==> config.mk <==
export PLATFORM = sky130hd
export DESIGN_NAME = uart_tx
export DESIGN_NICKNAME = d
export VERILOG_FILES = /design/src/rtl/uart_tx.sv
export SDC_FILE = /design/constraint.sdc
export NUM_CORES = 1
export LEC_CHECK = 0
export CORE_ASPECT_RATIO = 1.2
export CORE_UTILIZATION = 64
export CTS_CLUSTER_DIAMETER = 50
export DETAILED_ROUTE_END_ITERATION = 16
export HOLD_SLACK_MARGIN = 0.06
export PLACE_DENSITY = 0.92
export SETUP_SLACK_MARGIN = 0.4
export SLEW_MARGIN = 40
export SYNTH_ARGS = -nofsm -noshare
export SYNTH_HDL_FRONTEND = slang
export SYNTH_SLANG_ARGS = --single-unit
export TNS_END_PERCENT = 50
==> constraint.sdc <==
create_clock -name clk -period 5.9 [get_ports clk]
set_clock_uncertainty 0.15 [all_clocks]
set_input_delay 0.59 -clock clk [delete_from_list [all_inputs] [get_ports clk]]
set_output_delay 0.59 -clock clk [all_outputs]
set_load 0.02 [all_outputs]
==> src/rtl/uart_tx.sv <==
// UART transmitter: 8N1/8N2 framing with a one-entry holding register and
// per-frame baud selection. Bit periods assume a 25 MHz system clock.

`ifndef BAUD_RATE_115200
`define BAUD_RATE_115200 13'd217
`endif
`ifndef BAUD_RATE_57600
`define BAUD_RATE_57600 13'd434
`endif
`ifndef BAUD_RATE_38400
`define BAUD_RATE_38400 13'd651
`endif
`ifndef BAUD_RATE_9600
`define BAUD_RATE_9600 13'd2604
`endif

module uart_tx #(
   parameter int unsigned STOP_BITS = 1
) (
   input  logic       clk,
   input  logic       rst_n,
   input  logic [1:0] baud_sel,
   input  logic [7:0] tx_din,
   input  logic       tx_vld,
   output logic       tx_rdy,
   output logic       tx_dout,
   output logic       tx_busy,
   output logic       tx_done
);

   typedef enum logic [1:0] {IDLE, START, DATA, STOP} state_t;

   localparam logic [3:0] LAST_STOP = 4'(STOP_BITS - 1);

   state_t      state_q;
   logic [7:0]  hold_q;
   logic        hold_full_q;
   logic [7:0]  shift_q;
   logic [12:0] baud_cnt_q;
   logic [12:0] period_q;
   logic [12:0] period_d;
   logic [3:0]  bit_cnt_q;
   logic        tx_dout_q;
   logic        tx_busy_q;
   logic        tx_done_q;

   logic        hs;
   logic        bit_end;
   logic        last_stop;
   logic        reload;

   always_comb begin
      period_d = `BAUD_RATE_115200;
      case (baud_sel)
         2'd1:    period_d = `BAUD_RATE_57600;
         2'd2:    period_d = `BAUD_RATE_38400;
         2'd3:    period_d = `BAUD_RATE_9600;
         default: period_d = `BAUD_RATE_115200;
      endcase
   end

   assign hs        = tx_vld && !hold_full_q;
   assign bit_end   = (baud_cnt_q == (period_q - 13'd1));
   assign last_stop = (bit_cnt_q == LAST_STOP);
   // Hold-to-shift transfer: from IDLE, or straight out of the last stop bit.
   assign reload    = hold_full_q &&
                      ((state_q == IDLE) || ((state_q == STOP) && bit_end && last_stop));

   always_ff @(posedge clk or negedge rst_n) begin
      if (!rst_n) begin
         state_q     <= IDLE;
         hold_q      <= '0;
         hold_full_q <= 1'b0;
         shift_q     <= '0;
         baud_cnt_q  <= '0;
         period_q    <= `BAUD_RATE_115200;
         bit_cnt_q   <= '0;
         tx_dout_q   <= 1'b1;
         tx_busy_q   <= 1'b0;
         tx_done_q   <= 1'b0;
      end else begin
         tx_done_q <= 1'b0;
         tx_busy_q <= (state_q != IDLE);
         case (state_q)
            START:   tx_dout_q <= 1'b0;
            DATA:    tx_dout_q <= shift_q[0];
            default: tx_dout_q <= 1'b1;
         endcase

         // A new byte takes priority so it is never lost when hold drains.
         if (hs) begin
            hold_q      <= tx_din;
            hold_full_q <= 1'b1;
         end else if (reload) begin
            hold_full_q <= 1'b0;
         end

         if (reload) begin
            shift_q  <= hold_q;
            period_q <= period_d;
         end

         case (state_q)
            IDLE: begin
               baud_cnt_q <= '0;
               bit_cnt_q  <= '0;
               if (hold_full_q) state_q <= START;
            end
            START: begin
               if (bit_end) begin
                  baud_cnt_q <= '0;
                  bit_cnt_q  <= '0;
                  state_q    <= DATA;
               end else begin
                  baud_cnt_q <= baud_cnt_q + 13'd1;
               end
            end
            DATA: begin
               if (bit_end) begin
                  baud_cnt_q <= '0;
                  shift_q    <= {1'b0, shift_q[7:1]};
                  if (bit_cnt_q == 4'd7) begin
                     bit_cnt_q <= '0;
                     state_q   <= STOP;
                  end else begin
                     bit_cnt_q <= bit_cnt_q + 4'd1;
                  end
               end else begin
                  baud_cnt_q <= baud_cnt_q + 13'd1;
               end
            end
            STOP: begin
               if (bit_end) begin
                  baud_cnt_q <= '0;
                  if (last_stop) begin
                     bit_cnt_q <= '0;
                     tx_done_q <= 1'b1;
                     state_q   <= hold_full_q ? START : IDLE;
                  end else begin
                     bit_cnt_q <= bit_cnt_q + 4'd1;
                  end
               end else begin
                  baud_cnt_q <= baud_cnt_q + 13'd1;
               end
            end
            default: state_q <= IDLE;
         endcase
      end
   end

   assign tx_rdy  = !hold_full_q;
   assign tx_dout = tx_dout_q;
   assign tx_busy = tx_busy_q;
   assign tx_done = tx_done_q;

endmodule

==> out/metrics.csv, run 1 <==
metric;value;unit
critical path capture point type;flop;
first-pass GRT wire length;8.99;mm
DP Wirelength;3.81;mm
Top FF cell, synth;dfrtp_1;
Crit path arrival time;3.71;ns
mean post-synth cell area;10.4;um2
post-synth top area share;38.5;%
min-delay worst type;in -> async;
number of setup buffers added after CTS;0;
TritonCTS Sinks;49;
Pleak;0.00136;uW
Internal;865;uW
share of layout cells above drive strength 1;16.3;%
Critical Path Source;period_q[3]$_DFFE_PN1N_;
RSZ-0062 raised after global routing;false;
Inserted Diodes;0;
largest net degree at the start of global routing;50;
CTS max path bufs;2;
WL/cell;15.5;um
vias post-DR;2007;
Nets;310;
Cell Rows;25;
Clk pwr share;13.9;%
achievable frequency;273;MHz
Die Width;62.3;um
setup TNS;0;ns
clock insertion delay at the later pin of the skew report;0.30;ns
CTS tree;done;
Root Buffer;clkbuf_8;
Worst slew margin;53.7;%
die height;74.4;um
Peak supply drop;265;uV
initial antenna violation count;0;
dominant cell type by area after synthesis;dfrtp_1;
Die Footprint;4640;um2
global route overflow;0;
max-slew violation count;0;
design area;3040;um2
clk slew on worst S/H paths;0.09;ns
Post-Place Cells;329;
Synth Register Bits;49;
register area;1230;um2
synthesized area;2800;um2
fill count;273;
reg-to-reg startpoint;period_q[3]$_DFFE_PN1N_;
Area growth syn-to-layout;8.68;%
Syn Inst Count;268;
Total Wirelength;5.21;mm
FF-to-FF setup slack;2.24;ns
CTS Hold Bufs;0;
pwr dens;466;nW/um2
min Tclk post-route;3.66;ns
utilization after layout;74.7;%
IO Pins;17;
status;finished clean;
TritonCTS buffer count;5;
Routability Congestion;0.852;
Placed Area;2950;um2
Netlist cell types;48;
number of synthesized flops with an enable pin;0;
Worst setup SP type;flop;
H-tree depth;2;
commonest non-fill, non-tap cell in the layout;dfrtp_1;
Crit Path Class;reg -> reg;
FF-to-FF End;shift_q[1]$_DFF_PN0_;
post-synthesis net count;296;
cells on worst reg2reg path;7;
sequential cell fraction of total power;43.1;%
Starting Density;68.7;%
Design Power;1420;uW
Final Cycle Share;62.1;%
I/O Buffers;16;
final std cells w/o fill;337;
data required time of the worst path;5.95;ns
FFs w/ async S/R, synth;100;%
Multi-input gate area;1430;um2
worst-margin pin slew;0.685;ns
max-cap viol count;0;
commonest non-fill, non-tap cells in the layout;43 x dfrtp_1, 31 x nor2_1, 25 x mux2_2, 16 x inv_1;
register area share after synthesis;44.1;%
initial drt markers;176;
post-detailed-route DRC marker count;0;
Combinational Power Share;42.9;%
Fin. Hold Viols;0;
Resized Gates After CTS;0;
Net Sw Frac;38.9;%
final setup fails;0;
vias in the first global route;2040;
Detailed Routing Iterations Pass 1;4;
sw power;551;uW
Crit Path Max Fanout;24;
Synth area leaders;dfrtp_1 38%, mux2_2 10%, ha_1 6.7%;
Via density;5.96;
Core Area;4070;um2
Tot GR Track Use;25.1;%
number of synthesis warnings;0;
Worst Setup EP;shift_q[1]$_DFF_PN0_;
Routed Antenna Nets;0;
-- area by class of cell --
class                   count  share of cell area [%]
clock buffers               5                    2.27
well taps                  54                    2.22
inverters                  16                    1.98
flip-flops and latches     49                    40.6
clock inverters             3                   0.700
repair buffers             16                    5.19
multi-input cells         194                    47.0
-- power groups by stage --
stage | logic (uW) | registers (uW) | clock network, uW
3_5_place_dp | 601 | 614 | 0
4_1_cts | 610 | 608 | 201
2_1_floorplan | 523 | 568 | 0
5_1_grt | 674 | 629 | 213
6_report | 608 | 610 | 197
3_3_place_gp | 575 | 609 | 0
-- per-stage QoR --
stage	hold slack, ns	setup slack [ns]
after floorplan	0.144	2.49
after global routing	0.199	2.05
after CTS	0.163	2.25
after detailed placement	0.329	2.27
after global placement	0.340	2.06
final	0.143	2.24
-- flip-flops by register name, summed over array words and instances, names as in the netlist --
signal,cells
baud_cnt_q,13
period_q,10
hold_q,8
shift_q,8
bit_cnt_q,4
state_q,2
hold_full_q,1
tx_busy,1
tx_done,1
tx_dout,1
-- worst min path at each step --
stage | to | start | slack (ns)
2_1_floorplan | baud_cnt_q[0]$_DFF_PN0_ | rst_n | 0.14
3_3_place_gp | hold_q[0]$_DFFE_PN0P_ | hold_q[0]$_DFFE_PN0P_ | 0.34
3_5_place_dp | tx_dout$_DFF_PN1_ | shift_q[0]$_DFF_PN0_ | 0.33
4_1_cts | hold_q[4]$_DFFE_PN0P_ | rst_n | 0.16
5_1_grt | hold_q[4]$_DFFE_PN0P_ | rst_n | 0.20
6_report | period_q[2]$_DFFE_PN0N_ | rst_n | 0.14
-- per-layer routing --
| layer | part of all wire (%) | global-route usage [%] | wire length (um) |
|---|---|---|---|
| met1 | 42 | 28.3 | 2160 |
| met2 | 53 | 47.1 | 2780 |
| met3 | 3.1 | 4.14 | 162 |
| met4 | 2.1 | 11.4 | 107 |
| met5 | 0 | 0 | 0 |
-- critical path, cell delays in order, from the launching register on --
cell and delay (ns):
dfstp_2 0.41, or4_1 0.65, or4b_1 0.54, o32a_1 0.32, a211oi_2 0.24, a32o_2 0.58
mux2_2 0.40, mux2_2 0.26
-- kinds of logic (layout without fill, tap and decap cells) --
| logic type | after synthesis | count (layout) | synth area share, % |
|---|---|---|---|
| adders and majority gates | 16 | 16 | 7.07 |
| buffers and inverters | 25 | 40 | 4.79 |
| and+or+nand+nor | 91 | 91 | 16.7 |
| muxes | 30 | 30 | 12.0 |
| xor gates and xnor gates | 22 | 22 | 6.89 |
| DFF | 49 | 49 | 44.1 |
| AOI/OAI and AO/OA | 35 | 35 | 8.46 |
-- synthesized netlist by cell type, drive strengths merged, types with 6 or more instances --
cell type / n
nand3: 8
dfrtp: 43
ha: 15
and3: 8
inv: 16
mux2: 27
xor2: 13
a21oi: 8
nand2: 14
nor3: 6
nor2: 31
o21ai: 10
xnor2: 9
dfstp: 6
No activity file was read; power rests on OpenSTA's default activity.
==> run 2: changes to the inputs <==
- CORE_UTILIZATION: 64 -> 53
- PLACE_DENSITY: 0.92 -> 0.82
- clock period: 5.9 -> 3.3 ns (I/O delays scaled with it)
==> out/metrics.csv, run 2 (same netlist as run 1, synthesis figures left out) <==
metric;value;unit
status;finished clean;
Die Footprint;5570;um2
worst setup margin;0.0139;ns
Root Buffer;clkbuf_8;
Crit Path Max Fanout;3;
Worst slew margin;54.6;%
Worst setup SP type;flop;
clk slew on worst S/H paths;0.09;ns
most used cell, CP;mux2_4;
largest net degree at the start of global routing;50;
Worst path max stage delay;0.53;ns
Via density;5.96;
Total Wirelength;6.70;mm
Inserted Diodes;0;
Pleak;0.00162;uW
RSZ-0062 raised after global routing;true;
worst-margin pin slew;0.680;ns
Peak supply drop;570;uV
utilization after layout;71.3;%
vias in the first global route;2309;
initial drt markers;126;
pre-CTS WS;-0.0233;ns
TritonCTS Sinks;49;
Final Cycle Share;99.6;%
Design Power;3330;uW
CP bufs+invs;1;
post-detailed-route DRC marker count;0;
Top reg by flops;baud_cnt_q;
Fin. Hold Viols;0;
Routed Antenna Nets;0;
min Tclk post-route;3.29;ns
initial antenna violation count;0;
Starting Density;55.8;%
Core Area;5010;um2
data required time of the worst path;3.34;ns
IO Pins;17;
vias post-DR;2216;
FF-to-FF setup slack;0.01;ns
Top Registers;baud_cnt_q (13), period_q (10);
commonest non-fill, non-tap cells in the layout;43 x dfrtp_1, 29 x nor2_1, 20 x buf_4, 17 x mux2_4, 15 x clkdlybuf4s50_1;
Crit path arrival time;3.33;ns
min-delay worst type;reg -> reg;
CTS tree;done;
global route overflow;0;
Worst path top cell family by delay;simple AND/OR/NAND/NOR gates;
Area growth syn-to-layout;27.8;%
Placed Area;3090;um2
DP Wirelength;3.89;mm
worst-path cell chain;or4_4, or4b_4, o32a_1, a211oi_2, a32o_2, buf_16, mux2_4, mux2_4;
TritonCTS buffer count;5;
max-cap viol count;0;
share of layout cells above drive strength 1;30.8;%
pwr dens;933;nW/um2
CTS max path bufs;2;
final setup fails;0;
WL/cell;18.0;um
Nets;339;
die height;81.6;um
Crit Path Class;reg -> reg;
Cell Rows;28;
Worst path slowest cell;or4_4;
Tot GR Track Use;27.2;%
Detailed Routing Iterations Pass 1;4;
first-pass GRT wire length;11.1;mm
Routability Congestion;0.839;
design area;3570;um2
critical path capture point type;flop;
clock insertion delay at the later pin of the skew report;0.30;ns
I/O Buffers;16;
max-slew violation count;0;
achievable frequency;304;MHz
Min Hold Slack;0.378;ns
Largest register FFs;13;
Die Width;68.3;um
H-tree depth;2;
commonest non-fill, non-tap cell in the layout;dfrtp_1;
-- run 2: changes by cell type in the layout (fill, tap and decap cells not counted), sizes merged --
cell,previous run,this run
inv,17,16
bufinv,0,1
dlygate4sd3,0,1
buf,1,29
-- run 2: worst paths after layout --
path | start | to | cells past startpoint
min reg2reg | shift_q[2]$_DFF_PN0_ | shift_q[1]$_DFF_PN0_ | 1
max in group asynchronous | rst_n | baud_cnt_q[9]$_DFF_PN0_ | 2
max | period_q[4]$_DFFE_PN1N_ | shift_q[6]$_DFF_PN0_ | 8
min in group asynchronous | rst_n | period_q[1]$_DFFE_PN0N_ | 2
max reg2reg | period_q[4]$_DFFE_PN1N_ | shift_q[6]$_DFF_PN0_ | 8
min | shift_q[2]$_DFF_PN0_ | shift_q[1]$_DFF_PN0_ | 1
-- run 2: worst register-to-register path, delay by kind of cell (launching register included) --
kind | cells | cell delay, ns
simple gates | 2 | 1.05
compound gates | 3 | 0.88
mux | 2 | 0.58
flops | 1 | 0.38
buf+inv | 1 | 0.14
-- run 2: routing by layer --
| metal | track usage [%] | up-vias | share of wire (%) |
|---|---|---|---|
| met4 | 11.9 | 0 | 4.5 |
| li1 | - | 1025 | - |
| met1 | 32.0 | 1099 | 40 |
| met3 | 3.89 | 29 | 2.9 |
| met5 | 0 | - | 0 |
| met2 | 48.1 | 63 | 53 |
-- run 2: stage by stage --
stage | std cells | TNS, ns
finish | 372 | 0
global route | 372 | -0.779
CTS | 369 | 0
detailed placement | 350 | -0.0233
global placement | 350 | 0
floorplan | 268 | -0.0636
-- run 2: final cells by class --
| cell class | count | area (um2) |
|---|---|---|
| Tap cell | 60 | 75.1 |
| Sequential cell | 49 | 1230 |
| Clock inverter | 3 | 46.3 |
| Timing Repair Buffer | 45 | 483 |
| Multi-Input combinational cell | 194 | 1600 |
| Clock buffer | 5 | 68.8 |
| Fill cell | 322 | 1440 |
| Inverter | 16 | 62.6 |
-- run 2: power by group --
group | switching [uW] | internal (uW)
combinational | 816 | 992
clock | 210 | 227
sequential | 235 | 855
-- run 2: repair_timing --
| item | 4_1_cts | 5_1_grt |
|---|---|---|
| cloned | 2 | 0 |
| pin swaps | 8 | 11 |
| endpoints found under the setup margin | 35 | 38 |
| hold buffers | 1 | 0 |
| gates resized for setup | 38 | 14 |
| hold endpoints to repair | 43 | 0 |
| setup buffers | 8 | 3 |
